### config.mk
export PLATFORM = sky130hd
export DESIGN_NAME = time_set_ctrl
export DESIGN_NICKNAME = d
export VERILOG_FILES = /design/src/rtl/clock_pkg.sv /design/src/rtl/button_conditioner.sv /design/src/rtl/time_set_ctrl.sv
export SDC_FILE = /design/constraint.sdc
export NUM_CORES = 1
export LEC_CHECK = 0
export BUFFER_PORTS_ARGS = -buffer_cell sky130_fd_sc_hd__buf_2
export CORE_MARGIN = 5
export CORE_UTILIZATION = 44
export CTS_CLUSTER_DIAMETER = 80
export DETAILED_ROUTE_END_ITERATION = 7
export PLACE_DENSITY = 0.68
export SYNTH_ARGS = -nofsm -noshare
export SYNTH_HDL_FRONTEND = slang
export SYNTH_SLANG_ARGS = --single-unit
### constraint.sdc
create_clock -name clk -period 1.8 [get_ports clk]
set_clock_uncertainty 0.05 [all_clocks]
set_input_delay 0 -clock clk [delete_from_list [all_inputs] [get_ports clk]]
set_output_delay 0 -clock clk [all_outputs]
set_load 0.02 [all_outputs]
### src/rtl/clock_pkg.sv
// -----------------------------------------------------------------------------
// clock_pkg
// Shared definitions for the HH:MM:SS clock path: edit-FSM state encoding,
// field widths, wrap limits, edit_field codes and the wrap-around step helpers
// used when the user nudges hours/minutes up or down.
// -----------------------------------------------------------------------------
package clock_pkg;

   localparam int HR_W  = 5;
   localparam int MIN_W = 6;

   localparam logic [HR_W-1:0]  HR_MAX  = 5'd23;
   localparam logic [MIN_W-1:0] MIN_MAX = 6'd59;

   typedef enum logic [1:0] {
      RUN     = 2'd0,
      SET_HR  = 2'd1,
      SET_MIN = 2'd2,
      COMMIT  = 2'd3
   } state_t;

   localparam logic [1:0] EF_NONE    = 2'b00;
   localparam logic [1:0] EF_HOURS   = 2'b01;
   localparam logic [1:0] EF_MINUTES = 2'b10;

   // Wrap is an explicit compare against the field maximum, so the result
   // never depends on the natural roll-over of the bit width.
   function automatic logic [HR_W-1:0] hr_step(input logic [HR_W-1:0] value,
                                               input logic             up);
      if (up) begin
         return (value == HR_MAX) ? '0 : value + 1'b1;
      end
      return (value == '0) ? HR_MAX : value - 1'b1;
   endfunction

   function automatic logic [MIN_W-1:0] min_step(input logic [MIN_W-1:0] value,
                                                 input logic              up);
      if (up) begin
         return (value == MIN_MAX) ? '0 : value + 1'b1;
      end
      return (value == '0) ? MIN_MAX : value - 1'b1;
   endfunction

endpackage

### src/rtl/button_conditioner.sv
// -----------------------------------------------------------------------------
// button_conditioner
// Turns one raw, bouncing, asynchronous push button into a clean debounced
// level and a single-cycle press pulse on the rising edge of that level.
//
// Parameters:
//   DB_CYCLES  consecutive cycles the synchronised input must disagree with the
//              debounced level before the level follows it.
// Ports:
//   clk      in   system clock
//   reset_n  in   synchronous active-low reset
//   i_btn    in   raw button, active-high, asynchronous
//   o_level  out  debounced button level
//   o_press  out  one-cycle pulse per press (releases produce nothing)
//
// Latency from a clean raw press to o_press: 2 + DB_CYCLES + 1 cycles.
// -----------------------------------------------------------------------------
module button_conditioner #(
   parameter int DB_CYCLES = 4
) (
   input  logic clk,
   input  logic reset_n,
   input  logic i_btn,
   output logic o_level,
   output logic o_press
);

   localparam int             CW       = (DB_CYCLES > 1) ? $clog2(DB_CYCLES) : 1;
   localparam logic [CW-1:0]  CNT_LAST = CW'(DB_CYCLES - 1);

   logic          r_sync1;
   logic          r_sync2;
   logic [CW-1:0] r_cnt;
   logic          r_level;
   logic          r_level_d;
   logic          r_press;

   always_ff @(posedge clk) begin
      if (!reset_n) begin
         r_sync1   <= 1'b0;
         r_sync2   <= 1'b0;
         r_cnt     <= '0;
         r_level   <= 1'b0;
         r_level_d <= 1'b0;
         r_press   <= 1'b0;
      end else begin
         r_sync1 <= i_btn;
         r_sync2 <= r_sync1;

         // Any cycle that agrees with the accepted level restarts the count,
         // so only an unbroken run of DB_CYCLES disagreements flips it.
         if (r_sync2 == r_level) begin
            r_cnt <= '0;
         end else if (r_cnt == CNT_LAST) begin
            r_level <= ~r_level;
            r_cnt   <= '0;
         end else begin
            r_cnt <= r_cnt + 1'b1;
         end

         r_level_d <= r_level;
         r_press   <= r_level & ~r_level_d;
      end
   end

   assign o_level = r_level;
   assign o_press = r_press;

endmodule

### src/rtl/time_set_ctrl.sv
// -----------------------------------------------------------------------------
// time_set_ctrl
// Input side of the HH:MM:SS clock. Conditions the mode/up/down buttons and
// runs the edit FSM (RUN -> SET_HR -> SET_MIN -> COMMIT -> RUN). COMMIT issues
// a one-cycle load strobe carrying set_hr/set_min to the time counters. The
// edit_field and blink outputs let the display flash the field being edited.
//
// Configuration macro: TIME_SET_AUTO_REPEAT_EN
//   defined   : holding up/down in SET_HR/SET_MIN steps once after 500 ms and
//               then every 100 ms while held.
//   undefined : one step per press; no hold counter exists.
//
// Parameters: CLK_HZ, DEBOUNCE_MS, BLINK_HZ.
// Ports:
//   clk         in   system clock
//   reset_n     in   synchronous active-low reset
//   btn_mode    in   raw mode button
//   btn_up      in   raw up button
//   btn_down    in   raw down button
//   cur_hr      in   live hour, 0-23
//   cur_min     in   live minute, 0-59
//   set_hr      out  edited hour
//   set_min     out  edited minute
//   load        out  one-cycle load strobe
//   set_active  out  high while not in RUN
//   edit_field  out  00 none, 01 hours, 10 minutes
//   blink       out  square wave for blanking the edited field
// -----------------------------------------------------------------------------
module time_set_ctrl
   import clock_pkg::*;
#(
   parameter int CLK_HZ      = 100_000_000,
   parameter int DEBOUNCE_MS = 10,
   parameter int BLINK_HZ    = 2
) (
   input  logic             clk,
   input  logic             reset_n,
   input  logic             btn_mode,
   input  logic             btn_up,
   input  logic             btn_down,
   input  logic [HR_W-1:0]  cur_hr,
   input  logic [MIN_W-1:0] cur_min,
   output logic [HR_W-1:0]  set_hr,
   output logic [MIN_W-1:0] set_min,
   output logic             load,
   output logic             set_active,
   output logic [1:0]       edit_field,
   output logic             blink
);

   localparam int DB_CYCLES  = CLK_HZ / 1000 * DEBOUNCE_MS;
   localparam int BLINK_HALF = CLK_HZ / (2 * BLINK_HZ);
   localparam int BW         = (BLINK_HALF > 1) ? $clog2(BLINK_HALF) : 1;
   localparam logic [BW-1:0] BLINK_LAST = BW'(BLINK_HALF - 1);

   // Button index: 0 = mode, 1 = up, 2 = down.
   logic [2:0] w_btn_raw;
   logic [2:0] w_level;
   logic [2:0] w_press;

   assign w_btn_raw = {btn_down, btn_up, btn_mode};

   genvar gi;
   generate
      for (gi = 0; gi < 3; gi++) begin : g_btn
         button_conditioner #(
            .DB_CYCLES (DB_CYCLES)
         ) u_btn (
            .clk     (clk),
            .reset_n (reset_n),
            .i_btn   (w_btn_raw[gi]),
            .o_level (w_level[gi]),
            .o_press (w_press[gi])
         );
      end
   endgenerate

   state_t           r_state;
   state_t           w_state_next;
   logic [HR_W-1:0]  r_set_hr;
   logic [HR_W-1:0]  w_hr_next;
   logic [MIN_W-1:0] r_set_min;
   logic [MIN_W-1:0] w_min_next;
   logic             r_load;
   logic             r_set_active;
   logic [1:0]       r_edit_field;
   logic [1:0]       w_field_next;
   logic [BW-1:0]    r_blink_cnt;
   logic             r_blink;

   logic w_rep_up;
   logic w_rep_down;

`ifdef TIME_SET_AUTO_REPEAT_EN
   localparam int REP_FIRST = CLK_HZ / 1000 * 500;
   localparam int REP_NEXT  = CLK_HZ / 1000 * 100;
   localparam int RW        = $clog2(REP_FIRST + 1);
   localparam logic [RW-1:0] REP_FIRE   = RW'(REP_FIRST - 1);
   localparam logic [RW-1:0] REP_RELOAD = RW'(REP_FIRST - REP_NEXT);

   logic [RW-1:0] r_hold_cnt;
   logic          w_hold_ok;
   logic          w_rep_fire;

   // Exactly one of up/down held, in an edit state, and no mode press about
   // to move the FSM; anything else restarts the hold timing. Mode press is
   // used instead of the next state to keep this free of a combinational loop.
   assign w_hold_ok  = ((r_state == SET_HR) || (r_state == SET_MIN)) &&
                       (w_level[1] ^ w_level[2]) && !w_press[0];
   assign w_rep_fire = w_hold_ok && (r_hold_cnt == REP_FIRE);
   assign w_rep_up   = w_rep_fire & w_level[1];
   assign w_rep_down = w_rep_fire & w_level[2];

   // After the first fire the counter is rewound so the next fire comes
   // REP_NEXT cycles later instead of REP_FIRST.
   always_ff @(posedge clk) begin
      if (!reset_n || !w_hold_ok) begin
         r_hold_cnt <= '0;
      end else if (r_hold_cnt == REP_FIRE) begin
         r_hold_cnt <= REP_RELOAD;
      end else begin
         r_hold_cnt <= r_hold_cnt + 1'b1;
      end
   end
`else
   logic [2:0] w_unused_level;

   assign w_unused_level = w_level;
   assign w_rep_up       = 1'b0;
   assign w_rep_down     = 1'b0;
`endif

   logic w_step_up;
   logic w_step_down;
   logic w_inc;
   logic w_dec;

   // Mode beats up/down; up together with down cancels out.
   assign w_step_up   = w_press[1] | w_rep_up;
   assign w_step_down = w_press[2] | w_rep_down;
   assign w_inc       = w_step_up & ~w_step_down & ~w_press[0];
   assign w_dec       = w_step_down & ~w_step_up & ~w_press[0];

   always_comb begin
      w_state_next = r_state;
      w_hr_next    = r_set_hr;
      w_min_next   = r_set_min;
      case (r_state)
         RUN: begin
            if (w_press[0]) begin
               w_hr_next    = cur_hr;
               w_min_next   = cur_min;
               w_state_next = SET_HR;
            end
         end
         SET_HR: begin
            if (w_press[0]) begin
               w_state_next = SET_MIN;
            end else if (w_inc) begin
               w_hr_next = hr_step(r_set_hr, 1'b1);
            end else if (w_dec) begin
               w_hr_next = hr_step(r_set_hr, 1'b0);
            end
         end
         SET_MIN: begin
            if (w_press[0]) begin
               w_state_next = COMMIT;
            end else if (w_inc) begin
               w_min_next = min_step(r_set_min, 1'b1);
            end else if (w_dec) begin
               w_min_next = min_step(r_set_min, 1'b0);
            end
         end
         COMMIT: begin
            w_state_next = RUN;
         end
         default: begin
            w_state_next = RUN;
         end
      endcase
   end

   always_comb begin
      w_field_next = EF_NONE;
      if (w_state_next == SET_HR) begin
         w_field_next = EF_HOURS;
      end else if (w_state_next == SET_MIN) begin
         w_field_next = EF_MINUTES;
      end
   end

   // Outputs are decoded from the next state so the registered copies line
   // up with r_state: load is high exactly while the FSM sits in COMMIT.
   always_ff @(posedge clk) begin
      if (!reset_n) begin
         r_state      <= RUN;
         r_set_hr     <= '0;
         r_set_min    <= '0;
         r_load       <= 1'b0;
         r_set_active <= 1'b0;
         r_edit_field <= EF_NONE;
      end else begin
         r_state      <= w_state_next;
         r_set_hr     <= w_hr_next;
         r_set_min    <= w_min_next;
         r_load       <= (w_state_next == COMMIT);
         r_set_active <= (w_state_next != RUN);
         r_edit_field <= w_field_next;
      end
   end

   logic w_edit_entry;

   // Restarting the blink phase on field entry makes the newly selected field
   // start visibly lit for a full half period.
   assign w_edit_entry = ((w_state_next == SET_HR)  && (r_state != SET_HR)) ||
                         ((w_state_next == SET_MIN) && (r_state != SET_MIN));

   always_ff @(posedge clk) begin
      if (!reset_n || w_edit_entry) begin
         r_blink_cnt <= '0;
         r_blink     <= 1'b0;
      end else if (r_blink_cnt == BLINK_LAST) begin
         r_blink_cnt <= '0;
         r_blink     <= ~r_blink;
      end else begin
         r_blink_cnt <= r_blink_cnt + 1'b1;
      end
   end

   assign set_hr     = r_set_hr;
   assign set_min    = r_set_min;
   assign load       = r_load;
   assign set_active = r_set_active;
   assign edit_field = r_edit_field;
   assign blink      = r_blink;

endmodule

==> out/results.ini <==
[run_status]
status=finished clean

[floorplanning]
ios=32
die_h_um=122
start_util=0.445
die_w_um=122
rows=41
dieArea_sq_mm=0.0150
core_area_sq_mm=0.0125

[synth]
yosysSeqAreaShare=0.424
ys_seq_elements=118
syn_area_sq_mm=0.00557
syn_avg_cell_area_sq_um=8.81
ys_warn_count=0
synth-edff-count=0
synth_ff_type=dfxtp_1
synth_nets=657
ys_types=64
async_reset_ff_frac=0
synth_cells=632

[hold_path]
hold_depth=4
hold_class=input port to flop

[placed_design]
gp_congestion=0.865
numPortBuffers=31
place_area_sq_mm=0.00614
place_hpwl_um=8230
dp_cells=851

[drt]
wl_per_cell_um=12.8
vias_per_cell=5.12
drt_wl_total_um=11500
drtIter0Drc=237
firstDrtPassIters=4
num_vias=4597
drtAntennaViolNets=0
route.detailed.drc=0

[pwr]
p_int_w=0.00516
switchingPower_w=0.00119
vdd_drop_max_uv=663
p_clk_frac=0.564
seq_power_share=0.416
p_comb_frac=0.020
switching_share=0.187
power_w=0.00635
p_leak_nw=2.66
power_density_mw_per_mm2=910

[clocking]
clk-insertion-delay-late_ns=0.41
cts_tree=built
h-tree-depth=4
post-cts-setup-buffer-count=0
clkSinkCount=118
numCtsBuffers=17
clockRootBuffer=clkbuf_16
cts.clk_slew.worst_paths_ns=0.05
clock_path_buffers=2

[timing]
setup_violations=0
finalMaxSlewViolations=0
fin_crit_sh=0.957
relSlewSlack=0.682
fin_setup_tns_ns=0
fmax_mhz=581
hold_viol=0
tightest_slew_ns=0.474
min_period_ns=1.72

[grt]
grt_overflow=0
antenna_found_initial=0
track_usage=0.163
grt_max_degree=21
grt_pass1_wl_um=19900
grt_pass1_vias=4541

[setup_path]
max_stage_delay_ns=0.52
cp-end-kind=flop
worst_path_max_delay_cell=or4b_1
cp_data_required_time_ns=2.04
crit_chain=or4b_1, nor3_1, and4_1, nand3b_4, buf_12, nor2_1
critPathArrivalTime_ns=1.97
path_class=flop to flop
rrSetupSlack_ns=0.08
worstPathMaxFanout=20
cp-start-kind=flop
rr_worst_depth=6

[final_layout]
finalNonFillerCells=898
finalNetCount=738
syn_to_final_growth_pct=25.3
drive_above_1_share=0.161
fin_util=0.557
fin_area_sq_mm=0.00698
diodes=0

[flow_run]
drv_cap=0

-- cell usage in the layout, fill, tap and decap left out, types with 5 or more instances in the layout --
cell             n
nor2_1         112
dlygate4sd3_1   15
and2_1          11
nor2b_1         12
buf_4           36
xnor2_1         32
nand3_1         48
buf_12           5
and4_1          10
and3_1          16
xor2_1          56
nand4_1         19
o211ai_1         6
buf_2           31
a21oi_1          5
o21ai_0         11
dfxtp_1        118
ha_1             9
clkbuf_16       17
inv_1           14
nor4_1           5
nand2_1         43
nor3_1          11
-- power groups by stage --
stage | sequential (W) | combinational (W) | clock, W
2_1_floorplan | 0.00269 | 0.0000569 | 0
3_3_place_gp | 0.00269 | 0.000101 | 0
3_5_place_dp | 0.00269 | 0.000102 | 0
4_1_cts | 0.00264 | 0.000128 | 0.00366
5_1_grt | 0.00264 | 0.000141 | 0.00378
6_report | 0.00264 | 0.000128 | 0.00358
-- critical path, delay by kind of cell, from the launching register on --
kind                   cells  cell delay [ns]
AND/OR/NAND/NOR            5             1.08
buffers and inverters      1             0.15
flip-flops                 1             0.33
-- final cells by class --
type                       count  area, sq um
inverter                      14         52.6
timing repair buffer          87          676
clock buffer                  25          495
fill                        1109         5540
multi-input combinational    475         3030
tap                          172          215
sequential                   118         2360
clock inverter                 7          141
-- layer usage --
metal	GRT usage	part of all wire	wire (um)	up-vias
met5	0	0	0	-
met4	0.0749	0.017	195	0
met3	0.0355	0.031	353	17
met2	0.284	0.50	5720	69
met1	0.191	0.45	5220	2171
li1	-	-	-	2340
-- cell usage after synthesis, types with 2 or more instances --
master	n	area share
o2111ai_1	2	0.0031
xnor2_1	33	0.052
nor3b_1	2	0.0027
inv_1	14	0.0094
nand4b_1	2	0.0031
nand3b_1	4	0.0054
a21boi_0	3	0.0040
nor4_1	6	0.0067
nand2b_1	5	0.0056
buf_6	7	0.014
a31oi_1	2	0.0022
buf_1	2	0.0013
buf_4	2	0.0027
nor4_2	3	0.0067
nand4_1	19	0.021
clkbuf_1	6	0.0040
and2_1	11	0.012
o211ai_1	6	0.0081
nor2_1	112	0.076
dfxtp_1	118	0.42
nor3_1	11	0.0099
nor2b_1	12	0.013
nand2_1	43	0.029
o21a_1	3	0.0040
or4b_1	2	0.0036
o22ai_1	3	0.0034
nor4bb_1	2	0.0036
a21oi_1	5	0.0045
buf_2	8	0.0072
ha_1	9	0.020
o221ai_1	2	0.0031
xor2_1	56	0.088
nand3_1	48	0.043
and3_1	16	0.018
and4_1	10	0.016
o21ai_1	2	0.0018
o21ai_0	11	0.0099
mux2i_1	4	0.0072
-- path summary, 6_finish.rpt --
path,startpoint,to
worst max-delay path,g_btn[0].u_btn.r_cnt[15],g_btn[0].u_btn.r_cnt[6]
worst min-delay path,cur_hr[4],set_hr[4]
worst max register to register,g_btn[0].u_btn.r_cnt[15],g_btn[0].u_btn.r_cnt[6]
worst min register to register,g_btn[0].u_btn.r_level_d,g_btn[0].u_btn.o_press
-- flip-flops by register name (all words and copies together) (netlist names), 3 cells and up --
name and flops:
g_btn.u_btn.o_level 3, g_btn.u_btn.o_press 3, g_btn.u_btn.r_cnt 60, g_btn.u_btn.r_level_d 3, g_btn.u_btn.r_sync1 3, g_btn.u_btn.r_sync2 3, r_blink_cnt 25, set_hr 5
set_min 6
-- metrics by stage --
step / hold slack (ns) / setup WS, ns
5_1_grt: 0.143 / -0.0395
3_5_place_dp: 0.163 / 0.0865
6_report: 0.110 / 0.0781
2_1_floorplan: 0.0773 / 0.0799
3_3_place_gp: 0.161 / 0.0966
4_1_cts: 0.102 / 0.0730
-- repair_timing --
action                     CTS  global route
setup endpoints to repair    0            12
resized for setup            0             6
hold endpoints to repair    20             0
hold buffers                15             0
-- cells by family after synthesis --
logic type | synth area share
AND/OR/NAND/NOR | 0.301
flip-flops | 0.424
XOR/XNOR | 0.140
AO/OA/AOI/OAI | 0.0688
buffers and inverters | 0.0389
adder cells (fa/ha/maj) | 0.0202
multiplexers | 0.00719
Power figures use the tool's default switching activity.
